### src/rtl/four_12_12_st3_bias_ctrl.sv
// Bias memory load/read controller: fills a single-port bias RAM from a load stream while
// arbitrating datapath reads, with a starvation override so loading always makes progress.
module four_12_12_st3_bias_ctrl #(
    parameter int unsigned ADDR_W = 4,
    parameter int unsigned DATA_W = 32
) (
    input  logic              clk,
    input  logic              reset,
    input  logic              ld_start,
    input  logic              ld_valid,
    input  logic [DATA_W-1:0] ld_data,
    output logic              ld_ready,
    output logic              loaded,
    input  logic              rd_req,
    input  logic [ADDR_W-1:0] rd_addr,
    output logic              rd_gnt,
    output logic              rd_valid,
    output logic [DATA_W-1:0] rd_data,
    output logic              mem_wr_en,
    output logic              mem_rd_en,
    output logic [ADDR_W-1:0] mem_addr,
    output logic [DATA_W-1:0] mem_wr_data,
    input  logic [DATA_W-1:0] mem_rd_data
);

    typedef enum logic [1:0] {StIdle, StLoad, StReady} state_e;

    localparam logic [ADDR_W-1:0] LastAddr   = '1;
    localparam logic [2:0]        StarveMax  = 3'd4;

    state_e            state_q, state_d;
    logic [ADDR_W-1:0] wr_ptr_q, wr_ptr_d;
    logic [2:0]        starve_q, starve_d;
    logic              loaded_q, loaded_d;
    logic              rd_valid_q;

    logic in_load, wr_pending, wr_override, wr_accept;

    // Arbitration: reads win unless a pending write has lost four cycles in a row.
    always_comb begin
        in_load     = (state_q == StLoad);
        wr_pending  = in_load && ld_valid && !ld_start;
        wr_override = wr_pending && (starve_q == StarveMax);
        rd_gnt      = reset && rd_req && !wr_override;
        ld_ready    = reset && in_load && !ld_start && !rd_gnt;
        wr_accept   = ld_ready && ld_valid;
    end

    always_comb begin
        state_d  = state_q;
        wr_ptr_d = wr_ptr_q;
        starve_d = starve_q;
        loaded_d = loaded_q;
        if (ld_start) begin
            state_d  = StLoad;
            wr_ptr_d = '0;
            starve_d = '0;
            loaded_d = 1'b0;
        end else if (wr_accept) begin
            wr_ptr_d = wr_ptr_q + 1'b1;
            starve_d = '0;
            if (wr_ptr_q == LastAddr) begin
                state_d  = StReady;
                loaded_d = 1'b1;
            end
        end else if (wr_pending) begin
            starve_d = starve_q + 3'd1;
        end else begin
            starve_d = '0;
        end
    end

    always_ff @(posedge clk) begin
        if (!reset) begin
            state_q    <= StIdle;
            wr_ptr_q   <= '0;
            starve_q   <= '0;
            loaded_q   <= 1'b0;
            rd_valid_q <= 1'b0;
        end else begin
            state_q    <= state_d;
            wr_ptr_q   <= wr_ptr_d;
            starve_q   <= starve_d;
            loaded_q   <= loaded_d;
            rd_valid_q <= rd_gnt;
        end
    end

    always_comb begin
        mem_wr_en   = 1'b0;
        mem_rd_en   = 1'b0;
        mem_addr    = '0;
        mem_wr_data = '0;
        if (wr_accept) begin
            mem_wr_en   = 1'b1;
            mem_addr    = wr_ptr_q;
            mem_wr_data = ld_data;
        end else if (rd_gnt) begin
            mem_rd_en = 1'b1;
            mem_addr  = rd_addr;
        end
    end

    assign loaded   = loaded_q;
    assign rd_valid = rd_valid_q;
    assign rd_data  = mem_rd_data;

endmodule

### config.mk
export PLATFORM = sky130hd
export DESIGN_NAME = four_12_12_st3_bias_ctrl
export DESIGN_NICKNAME = d
export VERILOG_FILES = /design/src/rtl/four_12_12_st3_bias_ctrl.sv
export SDC_FILE = /design/constraint.sdc
export NUM_CORES = 1
export LEC_CHECK = 0
export ABC_CLOCK_PERIOD_IN_PS = 2800
export CAP_MARGIN = 20
export CORE_ASPECT_RATIO = 2
export CORE_MARGIN = 2
export CORE_UTILIZATION = 24
export DETAILED_ROUTE_END_ITERATION = 10
export GPL_ROUTABILITY_DRIVEN = 0
export PLACE_DENSITY = 0.83
export SETUP_SLACK_MARGIN = 0.15
export SLEW_MARGIN = 30
export SYNTH_ARGS = -nofsm -noshare
export SYNTH_HDL_FRONTEND = slang
export SYNTH_SLANG_ARGS = --single-unit
### constraint.sdc
create_clock -name clk -period 2.8 [get_ports clk]
set_clock_uncertainty 0.05 [all_clocks]
set_input_delay 0.84 -clock clk [delete_from_list [all_inputs] [get_ports clk]]
set_output_delay 0.84 -clock clk [all_outputs]
set_load 0.05 [all_outputs]
# Yosys cells after proc, flatten, opt, wreduce, memory -nomap -nowiden
# Index checks and enable logic that the tools add are counted.
totals:
  out_inout_bits: 74
  reg_bits: 10
  in_bits: 73
classes:
  addsub: 2
  bitwise_logic: 2
  n_mux: 9
  eq_ne: 3
  reduce_logical: 18
ops:
  columns: ["operator", "n"]
  rows:
  - ["$mux W32", 1]
  - ["$logic_and A1 B1 Y1", 9]
  - ["$mux W4", 2]
  - ["$mux W1", 6]
  - ["$add A4 B1 Y4 const B", 1]
  - ["$eq A4 B4 Y1 const B", 1]
  - ["$reduce_and A2 Y1", 2]
  - ["$reduce_bool A2 Y1", 2]
  - ["$reduce_or A4 Y1", 1]
  - ["$add A3 B1 Y3 const B", 1]
  - ["$eq A3 B3 Y1 const B", 1]
  - ["$logic_not A1 Y1", 3]
  - ["$eq A2 B1 Y1 const B", 1]
  - ["$not A1 Y1", 2]
  - ["$reduce_or A2 Y1", 1]

# Logic depth before layout (Yosys ltp)
# Gate-level depths: netlist (run 1).
logic_depth:
  ltp_word: 11
  mapped_depth: 6
  ltp_nobuf: 5

# Least setup slack after synthesis (run 1)
# No wires, ideal clock.
synth_timing:
  path_type: "input to output"
  startpoint: "in ld_start"
  endpoint: "out mem_wr_data[14]"
  t_required_ps: 1910
  n_path_buf: 1
  setup_slack_ps: -218
  t_arrival_ps: 2128
  cell_stages: 4
  path_cell_list: "nand2b_1 nor3_2 buf_2 and2_1"
synth_between:
  elab_chain_cells: 9
  word_cells_on_any_way: 10
synth_rtl:
  columns: ["item", "line_no", "source"]
  rows:
  - ["start: declaration", "9", "input logic ld_start,"]
  - ["$logic_not A1 Y1 (*)", "42, 45", null]
  - ["$logic_and A1 B1 Y1", "42", "wr_pending = in_load && ld_valid && !ld_start;"]
  - ["$logic_and A1 B1 Y1", "43", "wr_override = wr_pending && (starve_q == StarveMax);"]
  - ["$logic_not A1 Y1", "44", "rd_gnt = reset && rd_req && !wr_override;"]
  - ["$logic_and A1 B1 Y1", "44", null]
  - ["$logic_not A1 Y1", "45", "ld_ready = reset && in_load && !ld_start && !rd_gnt;"]
  - ["$logic_and A1 B1 Y1 (*)", "45", null]
  - ["$logic_and A1 B1 Y1 (*)", "46", "wr_accept = ld_ready && ld_valid;"]
  - ["$mux W32 (*)", "94", "if (wr_accept) begin"]
  - ["end: declaration", "22", "output logic [DATA_W-1:0] mem_wr_data,"]
# Mark *: on every way between the ends. The rest lies on a longest branch, timed or not.

# Worst setup path after layout (run 1)
layout_timing:
  startpoint: "in ld_start"
  endpoint: "out mem_wr_data[3]"
# Same word-level chain as after synthesis.

==> out/results.txt, run 1 <==
crit-path cells - buf_6, nand2b_4, nor3_4, buf_6, buf_12, buf_16, and2_4, buf_8
DR vias/cell - 4.67
Hold Path Origin - starve_q[0]$_SDFF_PP0_
status - finished with violations
crit-path max cell delay - 0.21 ns
worst path arrival time - 1.92 ns
Final Total Pwr - 0.491 mW
fraction of layout cells with a size suffix above 1 - 0.553
Area Overhead vs Synth - 130%
Reg-to-Reg End - wr_ptr_q[3]$_SDFFE_PP0P_
Total Nets Final - 286
Worst setup startpoint - ld_start
DIE WIDTH - 50.1 um
area of the core - 4090 um2
CTS buffer count - 3
Worst Hold Path Cells - 1
Yosys cell types - 29
IO Port Bufs - 82
CP max FO - 8
Syn Inst Count - 140
Setup CP Type - in -> out
PwrDens - 209 nW/um2
CP bufs+invs - 5
vias in the first global route - 1244
worst IR drop on VDD - 0.000298 V
crit start category - input pin
Rel. slew slack - 0.672
Final Critical Period - 2.81 ns
Ys Warns - 0
critical path's slowest cell - nor3_4
I/O pins - 147
part of the Yosys area used for sequential elements - 0.196
clock-pin slew of the registers on the worst-case setup and hold paths - 0.04 ns
Final Non-Filler Cells - 260
DP HPWL - 3.44 mm
Sink Count - 10
Worst Tran Pin Value - 0.491 ns
Clk Latency, worst-skew pair - 0.23 ns
number of antenna violations at the first check in global routing - 0
critical path capture point type - output pin
total track usage - 0.184
Worst Slack Setup Final - -0.0141 ns
row count - 33
Final Cell Area - 2350 um2
syn_nets - 216
initial core utilization - 0.250
Total Wirelength - 4.61 mm
Initial DRC Count - 9
CTS hold repair buffers - 0
die area - 4820 um2
reg-to-reg slack, setup - 1.04 ns
final setup vio count - 11
clock root buffer - clkbuf_8
Critical Path Stages - 8
Leakage - 0.969 nW
drt pass-1 iters - 4
Die Ht - 96.2 um
Hold Slack - 0.406 ns
Setup crit end - mem_wr_data[3]
H-tree levels - 1
WL per Instance - 17.7 um
first-pass GRT wire length - 6.62 mm
failing checks - setup timing
Worst R2R Start - starve_q[0]$_SDFF_PP0_
worst reg2reg path depth - 7
Yosys reg bits - 10
n_diodes - 0
final hold vios - 0
largest net degree at the start of global routing - 16
RSZ-0062 raised after global routing - yes
Min-Delay Path Class - reg -> reg
Fill cells - 301
FMAX - 355 MHz
global route total overflow - 0
final slew viol count - 0
Worst path top cell family by delay - buffers and inverters
CTS tree - built
period utilization - 1.01
CP Data Required Time - 1.91 ns
DRC Markers - 0
Syn Area/Cell - 7.29 um2
Final ANT Viol Nets - 0
Area after DPL - 1800 um2
DP Cell Count - 249
Top cell by count, worst path - buf_6
largest buffer count on any clock path - 2
vias post-DR - 1213
max-cap violations - 0
Synth Cell Area - 1020 um2
==> placed cells by master (no fill, tap or decap), types with 2 or more instances in the layout <==
cell / n
inv_1: 5
nand3b_1: 2
buf_8: 34
nor2_4: 2
nand2_1: 11
nand2b_4: 2
dfxtp_1: 10
and2_4: 32
a21oi_1: 4
nand3_1: 3
or4_1: 2
buf_16: 2
nor2_1: 4
nor3_1: 2
o21ai_0: 4
buf_4: 12
clkdlybuf4s50_1: 38
o31ai_1: 2
o22ai_4: 4
buf_12: 5
buf_6: 10
clkbuf_8: 3
ha_1: 3
==> worst min path at each step <==
| stage | to | slack (ns) |
|---|---|---|
| after CTS | starve_q[0]$_SDFF_PP0_ | 0.42 |
| final | starve_q[0]$_SDFF_PP0_ | 0.41 |
| after detailed placement | starve_q[0]$_SDFF_PP0_ | 0.41 |
| after global routing | starve_q[0]$_SDFF_PP0_ | 0.45 |
| after global placement | starve_q[0]$_SDFF_PP0_ | 0.38 |
| after floorplan | starve_q[0]$_SDFF_PP0_ | 0.37 |
==> through the flow <==
| stage | util | worst slack [ns] | TNS (ns) |
|---|---|---|---|
| floorplan | - | 0.0260 | 0 |
| global placement | 0.440 | -0.465 | -14.24 |
| detailed placement | 0.440 | -0.479 | -14.52 |
| CTS | 0.567 | -0.00895 | -0.0676 |
| global route | 0.575 | -0.0432 | -0.501 |
| finish | 0.575 | -0.0141 | -0.0550 |
==> area by class of cell <==
cell class / count / area [um2] / area share
inverter: 5 / 18.8 / 0.00798
tap: 52 / 65.1 / 0.0277
clock buffer: 3 / 41.3 / 0.0176
sequential: 10 / 200 / 0.0851
timing repair buffer: 103 / 1280 / 0.544
multi-input combinational: 87 / 748 / 0.318
==> layer usage <==
metal	wire length, um	GRT usage
met1	1180	0.138
met2	2210	0.319
met3	1020	0.154
met4	206	0.0949
met5	0	0
==> cell usage after synthesis <==
master / number / area [um2]
o21a_1: 1 / 7.51
buf_2: 2 / 10.0
nand3b_1: 2 / 15.0
nor2b_1: 1 / 6.26
o22ai_1: 4 / 25.0
nor3b_1: 1 / 7.51
a21boi_1: 1 / 7.51
or4_1: 2 / 15.0
o31ai_1: 2 / 15.0
nor3_2: 1 / 10.0
and4b_2: 1 / 11.3
clkbuf_2: 1 / 5.00
dfxtp_1: 10 / 200
nand3_1: 3 / 15.0
a21oi_1: 4 / 20.0
nor3_1: 2 / 10.0
clkbuf_1: 3 / 11.3
or3_2: 1 / 7.51
ha_1: 3 / 37.5
nand2_1: 11 / 41.3
nor2_1: 6 / 22.5
nand2b_1: 2 / 12.5
buf_4: 32 / 240
and4bb_2: 1 / 12.5
o21ai_0: 4 / 20.0
inv_1: 5 / 18.8
nand4bb_1: 1 / 11.3
o21ai_1: 1 / 5.00
and2_1: 32 / 200
==> logic make-up (layout without fill, tap and decap cells) <==
kind of cell	Yosys count	in the layout	share of synthesized area
AO/OA/AOI/OAI	17	17	0.0980
flip-flops	10	10	0.196
AND/OR/NAND/NOR	67	67	0.390
buffers and inverters	43	111	0.279
adder cells (fa/ha/maj)	3	3	0.0368
==> state kept, by name (all words and copies together) (netlist names) <==
register	count
state_q	1
rd_valid	1
wr_ptr_q	4
loaded	1
starve_q	3
==> report_power, final <==
part           internal, mW  switching, mW  leakage (nW)
Clock                0.0939         0.0540        0.0216
Combinational         0.111         0.0840         0.867
Sequential            0.145        0.00315        0.0812
Total                 0.350          0.141         0.969
==> what timing repair did <==
action	CTS	global route
resized for setup	111	1
pin swaps	20	23
setup endpoints to repair	40	39
setup buffers	4	1
gates cloned	2	1
(Power assumes the default switching activity.)
==> run 2: changes to the inputs <==
--- a/config.mk
+++ b/config.mk
@@ -8,7 +8,6 @@
 export ABC_CLOCK_PERIOD_IN_PS = 2800
 export CAP_MARGIN = 20
 export CORE_ASPECT_RATIO = 2
-export CORE_MARGIN = 2
 export CORE_UTILIZATION = 24
 export DETAILED_ROUTE_END_ITERATION = 10
 export GPL_ROUTABILITY_DRIVEN = 0
==> run 2 against run 1 <==
Against the previous run:
- the flow still finishes with violations (setup timing)
- first-iteration DRC count is 89% higher
- clock-buffer cell count rose by 1
- cell area grew 0.85%
- sequential power is essentially flat
- sequential share of layout area decreased by 0.072 points
- register-to-register slack lost 0.18 ns
- non-clock buffer count up 7
- critical path type unchanged
==> out/results.txt, run 2 (synthesized netlist as in run 1, its figures left out) <==
fin util - 0.580 (was 0.575)
DIE WIDTH - 48.1 um (was 50.1 um)
commonest cells after routing, fill and taps aside - 38 x clkdlybuf4s50_1, 32 x and2_4, 32 x buf_8 (was 38 x clkdlybuf4s50_1, 34 x buf_8, 32 x and2_4)
global route total overflow - 0 (unchanged)
Hold Path Origin - starve_q[0]$_SDFF_PP0_ (unchanged)
row count - 33 (unchanged)
RSZ-0062 raised after global routing - yes (unchanged)
Leakage - 1.00 nW (was 0.969 nW)
DP HPWL - 3.20 mm (was 3.44 mm)
Clk Latency, worst-skew pair - 0.23 ns (about the same)
CTS tree - built (unchanged)
H-tree levels - 1 (unchanged)
n_diodes - 0 (unchanged)
reg-to-reg slack, setup - 0.86 ns (was 1.04 ns)
largest net degree at the start of global routing - 13 (was 16)
initial core utilization - 0.250 (unchanged)
Worst setup startpoint - rd_req (was ld_start)
first-pass GRT wire length - 6.04 mm (was 6.62 mm)
final slew viol count - 0 (unchanged)
crit start category - input pin (unchanged)
worst IR drop on VDD - 0.000278 V (was 0.000298 V)
Min-Delay Path Class - reg -> reg (unchanged)
Setup CP Type - in -> out (unchanged)
Total Nets Final - 293 (was 286)
vias post-DR - 1254 (was 1213)
Hold Path End - starve_q[0]$_SDFF_PP0_ (unchanged)
area of the core - 4090 um2 (unchanged)
max-cap violations - 0 (unchanged)
Sink Count - 10 (unchanged)
Initial DRC Count - 17 (was 9)
commonest non-fill, non-tap cell in the layout - clkdlybuf4s50_1 (unchanged)
CP max FO - 7 (was 8)
Final Non-Filler Cells - 268 (was 260)
Reg-to-Reg End - wr_ptr_q[3]$_SDFFE_PP0P_ (unchanged)
DP Cell Count - 249 (unchanged)
clock root buffer - clkbuf_8 (unchanged)
CTS hold repair buffers - 0 (unchanged)
Rel. slew slack - 0.673 (was 0.672)
drt pass-1 iters - 4 (unchanged)
Hold Slack - 0.398 ns (was 0.406 ns)
CP Data Required Time - 1.91 ns (about the same)
register name with the most flops - wr_ptr_q (unchanged)
Final Critical Period - 2.97 ns (was 2.81 ns)
PwrDens - 219 nW/um2 (was 209 nW/um2)
clock-pin slew of the registers on the worst-case setup and hold paths - 0.05 ns (was 0.04 ns)
Largest regs - wr_ptr_q x4, starve_q x3 (unchanged)
Worst R2R Start - starve_q[0]$_SDFF_PP0_ (unchanged)
FMAX - 337 MHz (was 355 MHz)
critical path capture point type - output pin (unchanged)
DR vias/cell - 4.68 (was 4.67)
IO Port Bufs - 82 (unchanged)
failing checks - setup timing (unchanged)
vias in the first global route - 1277 (was 1244)
I/O pins - 147 (unchanged)
Worst Tran Pin Value - 0.490 ns (was 0.491 ns)
Die Ht - 94.2 um (was 96.2 um)
worst path arrival time - 2.08 ns (was 1.92 ns)
largest buffer count on any clock path - 2 (unchanged)
DRC Markers - 0 (unchanged)
final hold vios - 0 (unchanged)
number of antenna violations at the first check in global routing - 0 (unchanged)
Place WS - -0.427 ns (was -0.479 ns)
CTS buffer count - 3 (unchanged)
max FFs per register - 4 (unchanged)
WL per Instance - 17.3 um (was 17.7 um)
die area - 4530 um2 (was 4820 um2)
Worst Hold Path Cells - 1 (unchanged)
Final ANT Viol Nets - 0 (unchanged)
Worst Slack Setup Final - -0.171 ns (was -0.0141 ns)
Total Wirelength - 4.64 mm (was 4.61 mm)
Area Overhead vs Synth - 132% (was 130%)
total track usage - 0.191 (was 0.184)
worst reg2reg path depth - 9 (was 7)
fraction of layout cells with a size suffix above 1 - 0.569 (was 0.553)
final setup vio count - 37 (was 11)
status - finished with violations (unchanged)
period utilization - 1.06 (was 1.01)
-- run 2: cell count changes in the layout (fill, tap and decap cells not counted), sizes merged --
cell / previous run / this run
buf: 64 / 71
clkdlybuf4s15: 0 / 1
-- run 2: power breakdown --
group	switching (mW)	internal [mW]	leakage (nW)
logic	0.0844	0.109	0.892
clock network	0.0554	0.124	0.0288
registers	0.00248	0.145	0.0812
-- run 2: worst max-delay path by stage --
stage	endpoint	slack, ns	cells past startpoint
finish	mem_wr_data[7]	-0.17	10
global placement	mem_wr_data[15]	-0.42	7
floorplan	mem_addr[0]	0.03	4
CTS	mem_wr_data[7]	-0.13	10
detailed placement	mem_wr_data[15]	-0.43	7
global route	mem_wr_data[25]	-0.21	10
-- run 2: area by class of cell --
cell class                      instances  area, um2
Fill cell                             323       1720
Timing Repair Buffer                  110       1330
Multi-Input combinational cell         87        702
Sequential cell                        10        200
Tap cell                               52       65.1
Clock buffer                            4       55.1
Inverter                                5       18.8
-- run 2: stage by stage --
step	power, mW	TNS (ns)	area (um2)
floorplan	0.340	0	1150
global placement	0.311	-15.40	1810
detailed placement	0.313	-15.73	1810
CTS	0.514	-2.52	2310
global route	0.539	-5.91	2370
finish	0.520	-4.66	2370
-- run 2: per-layer routing --
layer  up-vias  global-route usage  share of wire
met1       568               0.130           0.26
met4         0              0.0810          0.030
met2        91               0.363           0.53
li1        579                   -              -
met5         -                   0              0
met3        16               0.113           0.18
-- run 2: worst max-delay path: stages --
cell and delay (ns):
buf_6 0.09, a21boi_2 0.14, buf_4 0.14, nor3_4 0.15, buf_6 0.13, buf_6 0.10
buf_6 0.10, buf_16 0.11, and2_4 0.14, buf_8 0.14
-- run 2: repair_timing --
action	4_1_cts	5_1_grt
gates resized for setup	96	9
endpoints found under the setup margin	40	40
pin swaps	30	4
cloned	3	0
buffers inserted	9	3
==> run 3: changes to the inputs <==
--- a/config.mk
+++ b/config.mk
@@ -7,12 +7,15 @@
 export LEC_CHECK = 0
 export ABC_CLOCK_PERIOD_IN_PS = 2800
 export CAP_MARGIN = 20
+export CELL_PAD_IN_SITES_DETAIL_PLACEMENT = 0
+export CELL_PAD_IN_SITES_GLOBAL_PLACEMENT = 2
 export CORE_ASPECT_RATIO = 2
-export CORE_UTILIZATION = 24
+export CORE_UTILIZATION = 10
 export DETAILED_ROUTE_END_ITERATION = 10
 export GPL_ROUTABILITY_DRIVEN = 0
 export PLACE_DENSITY = 0.83
 export SETUP_SLACK_MARGIN = 0.15
+export SKIP_CTS_REPAIR_TIMING = 1
 export SLEW_MARGIN = 30
 export SYNTH_ARGS = -nofsm -noshare
 export SYNTH_HDL_FRONTEND = slang
==> run 3 against run 2 <==
Against the previous run:
- the run now ends clean
- fmax grew 7.4%
- flip-flop and latch count is the same
- utilization shrank 34 points
- register-to-register slack gained 0.16 ns
- cell count grew 26%
- via count shrank 3.0%
- first-iteration DRC count shrank 47%
- critical path depth shrank 3
- wire length shrank 8.6%
- cell area grew 1.6%
- total power grew 20%
- die area grew 130%
- largest power group is now the clock network
- highest routed layer unchanged
==> out/results.txt, run 3 (synthesized netlist as in run 1, its figures left out) <==
register name with the most flops - wr_ptr_q (unchanged)
initial core utilization - 0.104 (was 0.250)
CP bufs+invs - 4 (was 7)
Worst path top cell family by delay - buffers and inverters (unchanged)
Area after DPL - 1880 um2 (was 1810 um2)
IO Port Bufs - 82 (unchanged)
largest net degree at the start of global routing - 34 (was 13)
period utilization - 0.988 (was 1.06)
crit-path max cell delay - 0.22 ns (was 0.15 ns)
setup TNS - 0 ns (was -4.66 ns)
CTS buffer count - 3 (unchanged)
I/O pins - 147 (unchanged)
DIE WIDTH - 73.5 um (was 48.1 um)
DP HPWL - 3.16 mm (was 3.20 mm)
max-cap violations - 0 (unchanged)
area of the core - 9830 um2 (was 4090 um2)
Worst Slack Setup Final - 0.0336 ns (was -0.171 ns)
WL per Instance - 12.5 um (was 17.3 um)
final hold vios - 0 (unchanged)
die area - 10600 um2 (was 4530 um2)
worst path arrival time - 1.88 ns (was 2.08 ns)
crit start category - input pin (unchanged)
sequential power share - 0.238 (was 0.284)
Clk Latency, worst-skew pair - 0.24 ns (was 0.23 ns)
fraction of layout cells with a size suffix above 1 - 0.551 (was 0.569)
status - finished, final reports clean (was finished with violations)
max FFs per register - 4 (unchanged)
Final ANT Viol Nets - 0 (unchanged)
Setup CP Type - in -> out (unchanged)
Sw Pwr - 0.158 mW (was 0.142 mW)
Place WS - -0.404 ns (was -0.427 ns)
Comb power frac - 0.300 (was 0.372)
Rel. slew slack - 0.666 (was 0.673)
vias post-DR - 1216 (was 1254)
Fill cells - 1049 (was 323)
Total Nets Final - 284 (was 293)
number of antenna violations at the first check in global routing - 0 (unchanged)
global route total overflow - 0 (unchanged)
RSZ-0062 raised after global routing - yes (unchanged)
clock root buffer - clkbuf_16 (was clkbuf_8)
Initial DRC Count - 9 (was 17)
Die Ht - 145 um (was 94.2 um)
DR WL met3 - 553 um (was 831 um)
Final Cell Area - 2410 um2 (was 2370 um2)
Internal - 0.467 mW (was 0.378 mW)
Worst Tran Pin Value - 0.499 ns (was 0.490 ns)
Final Critical Period - 2.77 ns (was 2.97 ns)
drt pass-1 iters - 4 (unchanged)
Final Total Pwr - 0.624 mW (was 0.520 mW)
final slew viol count - 0 (unchanged)
FMAX - 361 MHz (was 337 MHz)
Min-Delay Path Class - reg -> reg (unchanged)
critical path capture point type - output pin (unchanged)
commonest cells after routing, fill and taps aside - 38 x clkdlybuf4s50_1, 34 x buf_8, 32 x and2_4 (was 38 x clkdlybuf4s50_1, 32 x and2_4, 32 x buf_8)
vias in the first global route - 1134 (was 1277)
total track usage - 0.0633 (was 0.191)
CP max FO - 8 (was 7)
Sink Count - 10 (unchanged)
PwrDens - 259 nW/um2 (was 219 nW/um2)
Switching Fraction - 0.253 (was 0.274)
crit-path cells - buf_6, a21boi_4, nor3_4, buf_12, clkbuf_16, and2_4, buf_8 (was buf_6, a21boi_2, buf_4, nor3_4, buf_6, buf_6, buf_6, buf_16, and2_4, buf_8)
Largest regs - wr_ptr_q x4, starve_q x3 (unchanged)
met2 wire len - 2.56 mm (was 2.47 mm)
Metal-1 WL - 967 um (was 1.20 mm)
row count - 51 (was 33)
CP Data Required Time - 1.91 ns (about the same)
largest buffer count on any clock path - 2 (unchanged)
clock-pin slew of the registers on the worst-case setup and hold paths - 0.04 ns (was 0.05 ns)
Total Wirelength - 4.24 mm (was 4.64 mm)
DR vias/cell - 3.59 (was 4.68)
commonest non-fill, non-tap cell in the layout - clkdlybuf4s50_1 (unchanged)
worst IR drop on VDD - 0.000327 V (was 0.000278 V)
first-pass GRT wire length - 4.97 mm (was 6.04 mm)
CTS tree - built (unchanged)
Clock power frac - 0.461 (was 0.344)
Leakage - 0.962 nW (was 1.00 nW)
DR top layer - met4 (unchanged)
n_diodes - 0 (unchanged)
Area Overhead vs Synth - 136% (was 132%)
critical path's slowest cell - nor3_4 (unchanged)
final setup vio count - 0 (was 37)
H-tree levels - 1 (unchanged)
DRC Markers - 0 (unchanged)
==> run 3: changes by cell type in the layout (fill, tap and decap cells not counted), sizes merged <==
cell           change
buf               -12
clkbuf             +4
clkdlybuf4s15      -1
==> run 3: metrics by stage <==
| stage | instances | hold slack [ns] | util |
|---|---|---|---|
| finish | 339 | 0.410 | 0.245 |
| detailed placement | 328 | 0.413 | 0.191 |
| floorplan | 140 | 0.367 | - |
| global route | 339 | 0.447 | 0.245 |
| CTS | 332 | 0.418 | 0.200 |
| global placement | 328 | 0.378 | 0.191 |
==> run 3: worst paths after layout <==
path                                from                  endpoint  slack [ns]  depth (start not counted)
setup / recovery                  rd_req            mem_wr_data[3]        0.03                          7
hold / removal    starve_q[0]$_SDFF_PP0_    starve_q[0]$_SDFF_PP0_        0.41                          1
hold reg to reg   starve_q[0]$_SDFF_PP0_    starve_q[0]$_SDFF_PP0_        0.41                          1
setup reg to reg  starve_q[0]$_SDFF_PP0_  wr_ptr_q[3]$_SDFFE_PP0P_        1.02                          7
==> run 3: worst reg2reg max path, cell delays in order (launching register included) <==
cell      delay, ns
dfxtp_1        0.32
inv_1          0.06
ha_1           0.24
a21boi_4       0.09
buf_4          0.14
buf_4          0.16
or4_1          0.50
a21oi_1        0.16
==> run 3: power by group through the flow <==
stage	Combinational [mW]	Clock, mW	Sequential [mW]
2_1_floorplan	0.188	0	0.152
6_report	0.187	0.288	0.149
5_1_grt	0.197	0.299	0.149
3_5_place_dp	0.161	0	0.150
3_3_place_gp	0.160	0	0.150
4_1_cts	0.161	0.292	0.148
==> run 3: layout make-up <==
class	count	area, um2	area share
clock buffer	4	88.8	0.0369
sequential	10	200	0.0831
timing repair buffer	101	1210	0.501
multi-input combinational	87	731	0.303
inverter	5	18.8	0.00779
tap	132	165	0.0685
==> run 3: layer usage <==
metal  GRT usage  vias up
li1            -      558
met1      0.0331      547
met2       0.143       94
met3      0.0152       17
met4      0.0506        0
met5           0        -
